==> config.mk <==
export PLATFORM = sky130hd
export DESIGN_NAME = atm_txn_scheduler_flat
export DESIGN_NICKNAME = d
export VERILOG_FILES = /design/src/rtl/atm_txn_scheduler_if.sv /design/src/rtl/atm_txn_scheduler.sv /design/src/flat_wrapper.sv
export SDC_FILE = /design/constraint.sdc
export NUM_CORES = 1
export LEC_CHECK = 0
export CAP_MARGIN = 20
export CORE_MARGIN = 10
export CORE_UTILIZATION = 30
export DETAILED_ROUTE_END_ITERATION = 7
export HOLD_SLACK_MARGIN = 0.03
export PLACE_DENSITY = 0.57
export RECOVER_POWER = 25
export SETUP_SLACK_MARGIN = 0.1
export SLEW_MARGIN = 5
export SYNTH_ARGS = -nofsm -noshare
export SYNTH_HDL_FRONTEND = slang
export SYNTH_SLANG_ARGS = --single-unit
export TNS_END_PERCENT = 50
==> constraint.sdc <==
create_clock -name clk -period 3.6 [get_ports clk]
set_clock_uncertainty 0.1 [all_clocks]
set_input_delay 0.36 -clock clk [delete_from_list [all_inputs] [get_ports clk]]
set_output_delay 0.36 -clock clk [all_outputs]
set_load 0.02 [all_outputs]
==> src/rtl/atm_txn_scheduler_if.sv <==
// Request/response bus between the ATM front-ends and atm_txn_scheduler.
// Terminals drive the master side; the scheduler owns the slave side.
interface atm_txn_scheduler_if #(
  parameter int N_TERM = 4,
  parameter int IDX_W  = 4,
  parameter int AMT_W  = 11,
  parameter int BAL_W  = 16
);
  logic [N_TERM-1:0]       req;
  logic [2*N_TERM-1:0]     op;
  logic [IDX_W*N_TERM-1:0] src_idx;
  logic [IDX_W*N_TERM-1:0] dst_idx;
  logic [AMT_W*N_TERM-1:0] amount;
  logic [N_TERM-1:0]       grant;
  logic                    busy;
  logic                    done;
  logic                    err;
  logic [1:0]              err_code;
  logic [BAL_W-1:0]        bal_out;

  modport master (
    output req, op, src_idx, dst_idx, amount,
    input  grant, busy, done, err, err_code, bal_out
  );

  modport slave (
    input  req, op, src_idx, dst_idx, amount,
    output grant, busy, done, err, err_code, bal_out
  );
endinterface

==> src/rtl/atm_txn_scheduler.sv <==
// Round-robin transaction scheduler owning the single-port ATM balance store.
// Optional per-account daily withdrawal limit enabled by defining ATM_DAILY_LIMIT_EN.
module atm_txn_scheduler #(
  parameter int          N_TERM   = 4,
  parameter int          N_ACC    = 10,
  parameter int          IDX_W    = 4,
  parameter int          AMT_W    = 11,
  parameter int          BAL_W    = 16,
  parameter int unsigned INIT_BAL = 500
`ifdef ATM_DAILY_LIMIT_EN
  ,
  parameter int unsigned DAILY_LIMIT = 1000
`endif
) (
  input  logic               clk,
  input  logic               rst_n,
`ifdef ATM_DAILY_LIMIT_EN
  input  logic               day_clr,
`endif
  atm_txn_scheduler_if.slave bus
);

  localparam int PTR_W = (N_TERM > 1) ? $clog2(N_TERM) : 1;

  localparam logic [1:0] OP_BAL  = 2'b00;
  localparam logic [1:0] OP_WD   = 2'b01;
  localparam logic [1:0] OP_DEP  = 2'b10;
  localparam logic [1:0] OP_XFER = 2'b11;

  localparam logic [1:0] EC_NONE  = 2'b00;
  localparam logic [1:0] EC_INDEX = 2'b01;
  localparam logic [1:0] EC_FUNDS = 2'b10;
  localparam logic [1:0] EC_LIMIT = 2'b11;

  typedef enum logic [2:0] {
    S_IDLE,
    S_RD_SRC,
    S_RD_DST,
    S_EXEC,
    S_WR_SRC,
    S_WR_DST,
    S_RESP
  } state_t;

  state_t            state;
  logic [PTR_W-1:0]  rr_ptr;

  logic [BAL_W-1:0]  acc_bal [N_ACC];

  // Operands latched at arbitration; terminal-side changes afterwards are ignored.
  logic [1:0]        op_q;
  logic [IDX_W-1:0]  src_q;
  logic [IDX_W-1:0]  dst_q;
  logic [AMT_W-1:0]  amt_q;
  logic [BAL_W-1:0]  src_bal_q;
  logic [BAL_W-1:0]  dst_bal_q;
  logic [BAL_W-1:0]  res_src_q;
  logic [BAL_W-1:0]  res_dst_q;

  logic              arb_hit;
  logic [PTR_W-1:0]  arb_win;
  logic [PTR_W:0]    arb_sum;
  logic [1:0]        sel_op;
  logic [IDX_W-1:0]  sel_src;
  logic [IDX_W-1:0]  sel_dst;
  logic [AMT_W-1:0]  sel_amt;

  logic [BAL_W-1:0]  rd_src;
  logic [BAL_W-1:0]  rd_dst;

  logic              ex_err;
  logic [1:0]        ex_code;
  logic [BAL_W-1:0]  ex_src_new;
  logic [BAL_W-1:0]  ex_dst_new;
  logic [BAL_W:0]    src_sum;
  logic [BAL_W:0]    dst_sum;
  logic              is_wd;
  logic              is_dep;
  logic              is_xfer;
  logic              src_ok;
  logic              dst_ok;

  // Widened add so an overflowing deposit/transfer is detected, never wrapped.
  function automatic logic [BAL_W:0] add_bal(input logic [BAL_W-1:0] bal,
                                             input logic [AMT_W-1:0] amt);
    return {1'b0, bal} + (BAL_W+1)'(amt);
  endfunction

  // First requester at or after the round-robin pointer, wrapping upward.
  always_comb begin
    arb_hit = 1'b0;
    arb_win = '0;
    arb_sum = '0;
    for (int i = 0; i < N_TERM; i++) begin
      arb_sum = {1'b0, rr_ptr} + (PTR_W+1)'(i);
      if (arb_sum >= (PTR_W+1)'(N_TERM)) arb_sum = arb_sum - (PTR_W+1)'(N_TERM);
      if (!arb_hit && bus.req[arb_sum[PTR_W-1:0]]) begin
        arb_hit = 1'b1;
        arb_win = arb_sum[PTR_W-1:0];
      end
    end
  end

  always_comb begin
    sel_op  = '0;
    sel_src = '0;
    sel_dst = '0;
    sel_amt = '0;
    for (int i = 0; i < N_TERM; i++) begin
      if (arb_win == PTR_W'(i)) begin
        sel_op  = bus.op[2*i +: 2];
        sel_src = bus.src_idx[IDX_W*i +: IDX_W];
        sel_dst = bus.dst_idx[IDX_W*i +: IDX_W];
        sel_amt = bus.amount[AMT_W*i +: AMT_W];
      end
    end
  end

  always_comb begin
    rd_src = '0;
    rd_dst = '0;
    for (int a = 0; a < N_ACC; a++) begin
      if (src_q == IDX_W'(a)) rd_src = acc_bal[a];
      if (dst_q == IDX_W'(a)) rd_dst = acc_bal[a];
    end
  end

`ifdef ATM_DAILY_LIMIT_EN
  logic [BAL_W-1:0] wd_cnt [N_ACC];
  logic [BAL_W-1:0] rd_cnt;
  logic [BAL_W:0]   cnt_sum;

  always_comb begin
    rd_cnt = '0;
    for (int a = 0; a < N_ACC; a++) begin
      if (src_q == IDX_W'(a)) rd_cnt = wd_cnt[a];
    end
    cnt_sum = add_bal(rd_cnt, amt_q);
  end
`endif

  // Checks are prioritised: index, funds, overflow, then daily limit.
  always_comb begin
    is_wd      = (op_q == OP_WD);
    is_dep     = (op_q == OP_DEP);
    is_xfer    = (op_q == OP_XFER);
    src_ok     = (int'(src_q) < N_ACC);
    dst_ok     = (int'(dst_q) < N_ACC);
    src_sum    = add_bal(src_bal_q, amt_q);
    dst_sum    = add_bal(dst_bal_q, amt_q);
    ex_err     = 1'b1;
    ex_code    = EC_NONE;
    ex_src_new = src_bal_q;
    ex_dst_new = dst_sum[BAL_W-1:0];
    if (!src_ok || (is_xfer && (!dst_ok || dst_q == src_q))) begin
      ex_code = EC_INDEX;
    end else if ((is_wd || is_xfer) && (BAL_W'(amt_q) > src_bal_q)) begin
      ex_code = EC_FUNDS;
    end else if ((is_dep && src_sum[BAL_W]) || (is_xfer && dst_sum[BAL_W])) begin
      ex_code = EC_LIMIT;
`ifdef ATM_DAILY_LIMIT_EN
    end else if ((is_wd || is_xfer) && (cnt_sum > (BAL_W+1)'(DAILY_LIMIT))) begin
      ex_code = EC_LIMIT;
`endif
    end else begin
      ex_err = 1'b0;
      if (is_wd || is_xfer) ex_src_new = src_bal_q - BAL_W'(amt_q);
      else if (is_dep)      ex_src_new = src_sum[BAL_W-1:0];
    end
  end

  // Datapath registers: no reset needed, every use is preceded by a load.
  always_ff @(posedge clk) begin
    unique case (state)
      S_IDLE: begin
        if (arb_hit) begin
          op_q  <= sel_op;
          src_q <= sel_src;
          dst_q <= sel_dst;
          amt_q <= sel_amt;
        end
      end
      S_RD_SRC: src_bal_q <= rd_src;
      S_RD_DST: dst_bal_q <= rd_dst;
      S_EXEC: begin
        res_src_q <= ex_src_new;
        res_dst_q <= ex_dst_new;
      end
      default: ;
    endcase
  end

  // Balance store: one write per cycle, only from the write states.
  always_ff @(posedge clk or negedge rst_n) begin
    if (!rst_n) begin
      for (int a = 0; a < N_ACC; a++) acc_bal[a] <= BAL_W'(INIT_BAL);
    end else begin
      for (int a = 0; a < N_ACC; a++) begin
        if (state == S_WR_SRC && src_q == IDX_W'(a)) acc_bal[a] <= res_src_q;
        else if (state == S_WR_DST && dst_q == IDX_W'(a)) acc_bal[a] <= res_dst_q;
      end
    end
  end

`ifdef ATM_DAILY_LIMIT_EN
  always_ff @(posedge clk or negedge rst_n) begin
    if (!rst_n) begin
      for (int a = 0; a < N_ACC; a++) wd_cnt[a] <= '0;
    end else if (day_clr) begin
      for (int a = 0; a < N_ACC; a++) wd_cnt[a] <= '0;
    end else begin
      for (int a = 0; a < N_ACC; a++) begin
        if (state == S_WR_SRC && (is_wd || is_xfer) && src_q == IDX_W'(a))
          wd_cnt[a] <= wd_cnt[a] + BAL_W'(amt_q);
      end
    end
  end
`endif

  // Control FSM with registered response outputs.
  always_ff @(posedge clk or negedge rst_n) begin
    if (!rst_n) begin
      state        <= S_IDLE;
      rr_ptr       <= '0;
      bus.grant    <= '0;
      bus.busy     <= 1'b0;
      bus.done     <= 1'b0;
      bus.err      <= 1'b0;
      bus.err_code <= EC_NONE;
      bus.bal_out  <= '0;
    end else begin
      unique case (state)
        S_IDLE: begin
          if (arb_hit) begin
            state     <= S_RD_SRC;
            bus.busy  <= 1'b1;
            bus.grant <= {{(N_TERM-1){1'b0}}, 1'b1} << arb_win;
            rr_ptr    <= (arb_win == PTR_W'(N_TERM-1)) ? '0 : arb_win + 1'b1;
          end
        end
        S_RD_SRC: state <= (op_q == OP_XFER) ? S_RD_DST : S_EXEC;
        S_RD_DST: state <= S_EXEC;
        S_EXEC: begin
          if (ex_err || op_q == OP_BAL) begin
            state        <= S_RESP;
            bus.done     <= 1'b1;
            bus.err      <= ex_err;
            bus.err_code <= ex_code;
            bus.bal_out  <= ex_src_new;
          end else begin
            state <= S_WR_SRC;
          end
        end
        S_WR_SRC: begin
          if (op_q == OP_XFER) begin
            state <= S_WR_DST;
          end else begin
            state        <= S_RESP;
            bus.done     <= 1'b1;
            bus.err      <= 1'b0;
            bus.err_code <= EC_NONE;
            bus.bal_out  <= res_src_q;
          end
        end
        S_WR_DST: begin
          state        <= S_RESP;
          bus.done     <= 1'b1;
          bus.err      <= 1'b0;
          bus.err_code <= EC_NONE;
          bus.bal_out  <= res_src_q;
        end
        S_RESP: begin
          state     <= S_IDLE;
          bus.done  <= 1'b0;
          bus.grant <= '0;
          bus.busy  <= 1'b0;
        end
        default: state <= S_IDLE;
      endcase
    end
  end

endmodule
==> src/flat_wrapper.sv <==
// flat-port wrapper written by rule: the top's interface ports become plain ports
module atm_txn_scheduler_flat 
#(
  parameter int          N_TERM   = 4,
  parameter int          N_ACC    = 10,
  parameter int          IDX_W    = 4,
  parameter int          AMT_W    = 11,
  parameter int          BAL_W    = 16,
  parameter int unsigned INIT_BAL = 500

)
  (clk, rst_n, bus_req, bus_op, bus_src_idx, bus_dst_idx, bus_amount, bus_grant, bus_busy, bus_done, bus_err, bus_err_code, bus_bal_out);
  atm_txn_scheduler_if #(.N_TERM(N_TERM), .IDX_W(IDX_W), .AMT_W(AMT_W), .BAL_W(BAL_W)) bus_i ();
  input  logic clk;
  input  logic rst_n;
  input wire logic [$bits(bus_i.req)-1:0] bus_req;
  input wire logic [$bits(bus_i.op)-1:0] bus_op;
  input wire logic [$bits(bus_i.src_idx)-1:0] bus_src_idx;
  input wire logic [$bits(bus_i.dst_idx)-1:0] bus_dst_idx;
  input wire logic [$bits(bus_i.amount)-1:0] bus_amount;
  output wire logic [$bits(bus_i.grant)-1:0] bus_grant;
  output wire logic [$bits(bus_i.busy)-1:0] bus_busy;
  output wire logic [$bits(bus_i.done)-1:0] bus_done;
  output wire logic [$bits(bus_i.err)-1:0] bus_err;
  output wire logic [$bits(bus_i.err_code)-1:0] bus_err_code;
  output wire logic [$bits(bus_i.bal_out)-1:0] bus_bal_out;
  assign bus_i.req = bus_req;
  assign bus_i.op = bus_op;
  assign bus_i.src_idx = bus_src_idx;
  assign bus_i.dst_idx = bus_dst_idx;
  assign bus_i.amount = bus_amount;
  assign bus_grant = bus_i.grant;
  assign bus_busy = bus_i.busy;
  assign bus_done = bus_i.done;
  assign bus_err = bus_i.err;
  assign bus_err_code = bus_i.err_code;
  assign bus_bal_out = bus_i.bal_out;
  atm_txn_scheduler #(.N_TERM(N_TERM), .N_ACC(N_ACC), .IDX_W(IDX_W), .AMT_W(AMT_W), .BAL_W(BAL_W), .INIT_BAL(INIT_BAL)) u_core (.clk(clk), .rst_n(rst_n), .bus(bus_i));
endmodule
### Word-level counts from Yosys, hierarchy flattened

Cells that the tools add are included.

* add/subtract/negate cells: 11
* magnitude comparators: 11
* equality and inequality tests: 34
* shifts and indexed selects: 1
* mux-type cells: 109
* reduce and logical (&&, ||, !) cells: 59

Operators with widths (count)
* 2-to-1 mux 16 bit: 47
* case mux 16 bit (3 select lines): 1
* 2-to-1 mux 11 bit: 4
* 2-to-1 mux 2 bit: 20
* 2-to-1 mux 4 bit: 9
* adder 16 x 11 -> 17 bit: 2
* == test 4 x 3 -> 1 bit, second input constant: 8
* logical AND 1 bit: 27
* nonzero test 2 bit: 11
* case mux 3 bit (6 select lines): 1
* 2-to-1 mux 1 bit: 17
* == test 4 x 2 -> 1 bit, second input constant: 4
* == test 4 bit, second input constant: 4
* > comparator 11 x 16 -> 1 bit: 1
* subtractor 16 x 11 -> 16 bit: 1
* < comparator 2 x 3 -> 1 bit, second input constant: 4
* == test 3 bit, second input constant: 3
* >= comparator 3 bit, second input constant: 3
* binary-select mux 1 bit (select 2 bit): 4
* == test 2 bit, second input constant: 4
* == test 4 x 1 -> 1 bit, second input constant: 2
* logical NOT 4 bit: 2
* < comparator 4 bit, second input constant: 2
* case mux 4 bit (2 select lines): 1
* 25 further kinds: 43

* register bits: 275
* logic and storage cells: 251

### Depth between registers and ports, before layout

* depth after elaboration: 19
* gate-level depth with buffers: 13
* gate-level depth less buffers: 11

### Least setup slack after synthesis

OpenSTA, ideal clock, no wires.

* kind: flip-flop to flip-flop
* from: register u_core.amt_q[0]
* to: register u_core.bus.bal_out[11]
* arrival: 2.797 ns
* required time: 3.377 ns
* slack: 0.580 ns
* stages on the path, launching flop included: 11
* path buffers: 0
* clock period less this slack: 3.020 ns
* cells stage by stage: edfxtp_1 > ha_1 > fa_1 > a211oi_2 > o211ai_1 > a221o_1 > nor3b_4 > a211o_4 > o21ai_4 > nand2_4 > o221a_2

* word-level cells in the longest chain between the ends: 9
* elaborated cells between the ends (all ways): 21
* those cells by class: add/sub (3); order compare (1); eq/ne (1); mux (10); reduce/logical (6)

Ends and longest elaborated chain
* start, declared: line atm_txn_scheduler.sv:54 `logic [AMT_W-1:0] amt_q;`
* start signal, assigned: line atm_txn_scheduler.sv:180 `amt_q <= sel_amt;`
* parallel branches: the longest is 9 deep, another holds adder 16 x 11 -> 17 bit
* end signal, assigned: line atm_txn_scheduler.sv:249 `bus.bal_out <= ex_src_new;`
* end signal, assigned: line atm_txn_scheduler.sv:262 `bus.bal_out <= res_src_q;`
* end signal, assigned: line atm_txn_scheduler.sv:270 `bus.bal_out <= res_src_q;`
* end, declared: line atm_txn_scheduler_if.sv:28 `output grant, busy, done, err, err_code, bal_out`

Several ways; the timed one is not identified. The select of a mux whose other input is x is not followed.
A chain may end at the register's enable or synchronous reset.

### Final worst setup path

* from: register u_core.amt_q[0]
* to: register u_core.bus.bal_out[0]

The elaborated chain is that of the path after synthesis.

==> run metrics <==
dpl hpwl=about 46 mm; CP Max Fanout=9; filler instances=between 5k and 6k; Leak=around 7.5 nW; pin count of the biggest net entering global routing=104; period utilization=between 90% and 100%; CP most frequent cell=a211oi_2; Area Overhead vs Synth=19.9%; asr flop ratio synth=approximately 69%; Setup crit end kind=flip-flop; GRT Residual Overflow=0; synth unique cells=85; status=complete, but fails checks; # nets final=approximately 2.0k; Yosys top cell area share=19.9%; Post-synth EDFFs=85; register area share after synthesis=between 40% and 50%; Power Dens Cells=870 nW/um^2; Fin. Hold Viols=0; Clock Path Buffers=3; syn_nets=~1.9k; clk_lat worst skew=roughly 0.55 ns; H-tree Lvls=2; tightest hold margin=roughly 0.35 ns; DRT Pass-1 Iters=8; gpl congestion=roughly 0.95; initial antenna violation count=4; Slew headroom=30.8%; Total Routed Length=~64 mm; Tmin final=3.35 ns; r2r worst-path depth=11; Crit path max-delay family=compound AO/OA/AOI/OAI gates; Max VDD drop=around 0.40 mV; Synth Register Bits=275; Die W=around 250 um; I/O Pins=about 120; Worst Path Required=approximately 4 ns; arrival time worst endpoint=3.70 ns; global-route wire length before repair=around 95 mm; register area=about 7400 sq um; slowest stage cell, crit path=edfxtp_1; Synth Warn #=0; Slew Limit Fails=0; max cap viols=0; Post-Place Cells=between 2k and 3k; syn avg cell area=a little over 9 sq um; Global Route Usage Sum=about a fifth; Core Rows=between 80 and 90; top_reg_cell synth=dfrtp_1; crit path launch type=flip-flop; die area=approximately 64,000 sq um; drt drc=21; Fmax=~300 MHz; WP depth=11; CTS Buf Count=35; CTS sink count=275; Setup CP Type=flip-flop to flip-flop; wire length per cell=around 24 um; RSZ-0062 raised after global routing=false; Slew @ Worst Pin=approximately 1.0 ns; setup TNS=0 ns; routed vias/inst=around 5.8; CTS root buffer=clkbuf_16; area of the multi-input gates=8250 sq um; Die H=between 200 and 300 um; vias in the first global route=between 10k and 15k; Initial Utilization=around 30%; slowest stage delay, CP=between 0.4 and 0.5 ns; I/O Buffers=114; Mapped Area=between 15,000 and 20,000 sq um; routed vias=15.2k; Post-Layout Cell Count=2,603; # diodes=0; Yosys top cell by area=dfrtp_1; failing checks=DRC; synth top area cells=dfrtp_1 (20%), edfxtp_1 (16%), dfstp_2 (9.6%); core area=53,900 sq um; ratio of cells with drive above 1 in the final layout=a little over an eighth; DRT iter0 DRCs=between 1.5k and 2k; Hold Path Class=input pin to async pin; CTS tree=done; buffers and inverters on the worst path=1; clock-pin slew on the worst setup and hold paths=~0.06 ns; CP Cell Sequence=ha_1, fa_2, a211oi_2, o211ai_1, a221o_1, nor3b_4, a211oi_2, buf_6, and3_2, mux2_4, o221ai_1; Final ANT Viol Nets=0; Post-Syn Instances=between 1.5k and 2k; final setup fails=0
-- final timing paths --
kind,startpoint,endpoint,slack [ns]
max,u_core.amt_q[0],u_core.bus.bal_out[0],0.25
min reg2reg,u_core.acc_bal[66],u_core.acc_bal[66],0.37
min in group clk,u_core.acc_bal[66],u_core.acc_bal[66],0.37
max reg2reg,u_core.amt_q[0],u_core.bus.bal_out[0],0.25
max in group asynchronous,rst_n,u_core.acc_bal[115],1.45
min,rst_n,u_core.bus.busy,0.35
-- repair_timing --
item                                    in CTS  in global routing
endpoints found under the hold margin       76                  0
resized for setup                            0                  5
endpoints found under the setup margin       0                 17
buffers inserted                             0                  6
hold buffers                                 1                  0
-- cell families after synthesis --
family | count (synthesis) | share of synthesized area, %
AO/OA/AOI/OAI | 529 | 22.3
multiplexers | 102 | 6.28
flip-flops | 275 | 45.1
XOR/XNOR | 19 | 1.02
buffers and inverters | 189 | 4.95
AND/OR/NAND/NOR | 631 | 17.2
adder cells (fa/ha/maj) | 40 | 3.20
-- registers in the layout (all words and copies together), names as in the netlist --
name,count
u_core.dst_q,4
u_core.dst_bal_q,16
u_core.op_q,2
u_core.state,3
u_core.bus.err,1
u_core.rr_ptr,2
u_core.src_bal_q,16
u_core.src_q,4
u_core.bus.err_code,2
u_core.bus.done,1
u_core.bus.bal_out,16
u_core.amt_q,11
u_core.bus.busy,1
u_core.bus.grant,4
u_core.res_dst_q,16
u_core.res_src_q,16
u_core.acc_bal,160
-- metal layers --
layer  GRT usage, %  part of all wire (%)
met3           3.88                   8.4
met4           8.31                   4.2
met2           31.3                    47
met1           24.6                    41
met5              0                 0.085
-- worst reg2reg max path: stages, from the launching register on --
cell and delay [ns]:
edfxtp_1 0.45, ha_1 0.25, fa_2 0.38, a211oi_2 0.22, o211ai_1 0.15, a221o_1 0.36, nor3b_4 0.19, a211oi_2 0.21
buf_6 0.19, and3_2 0.26, mux2_4 0.33, o221ai_1 0.19
-- cell usage in the layout, fill, tap and decap left out, types with 62 or more instances in the layout --
cell / synthesis / routed
nand2_1: 277 / 277
buf_4: 1 / 84
a22oi_1: 98 / 98
clkdlybuf4s50_1: 0 / 113
edfxtp_1: 85 / 85
dfrtp_1: 130 / 130
mux2i_1: 99 / 99
nand3_1: 62 / 62
o21ai_0: 155 / 155
nor2_1: 156 / 155
-- cell type report --
class / count / share of cell area (%)
clock inverters: 10 / 0.472
well taps: 696 / 4.44
multi-input cells: 1321 / 42.1
clock buffers: 54 / 5.24
inverters: 42 / 0.804
repair buffers: 205 / 9.34
flip-flops and latches: 275 / 37.6
-- power by group --
part / internal, W / switching, W / total (W) / leakage (nW)
Clock: 0.00205 / 0.00141 / 0.00346 / 0.548
Sequential: 0.00505 / 0.00191 / 0.00696 / 3.10
Combinational: 0.00257 / 0.00407 / 0.00664 / 3.81
-- metrics by stage --
step | area (sq um) | power (W) | utilization, % | setup slack, ns
final | 19600 | 0.0171 | 36.4 | 0.254
after floorplan | 16400 | 0.0105 | - | 0.580
after detailed placement | 18400 | 0.0134 | 34.2 | 0.112
after CTS | 19600 | 0.0169 | 36.3 | 0.119
after global routing | 19600 | 0.0180 | 36.4 | 0.128
after global placement | 18400 | 0.0133 | 34.2 | 0.216
-- Yosys cell counts (all sizes together), types with 38 or more instances --
master / number
a21oi: 54
a222oi: 41
a22oi: 98
clkbuf: 126
dfrtp: 130
dfstp: 60
edfxtp: 85
inv: 42
mux2i: 99
nand2: 280
nand3: 62
nor2: 160
o21ai: 165
o22ai: 38
No activity file was read; power rests on OpenSTA's default activity.
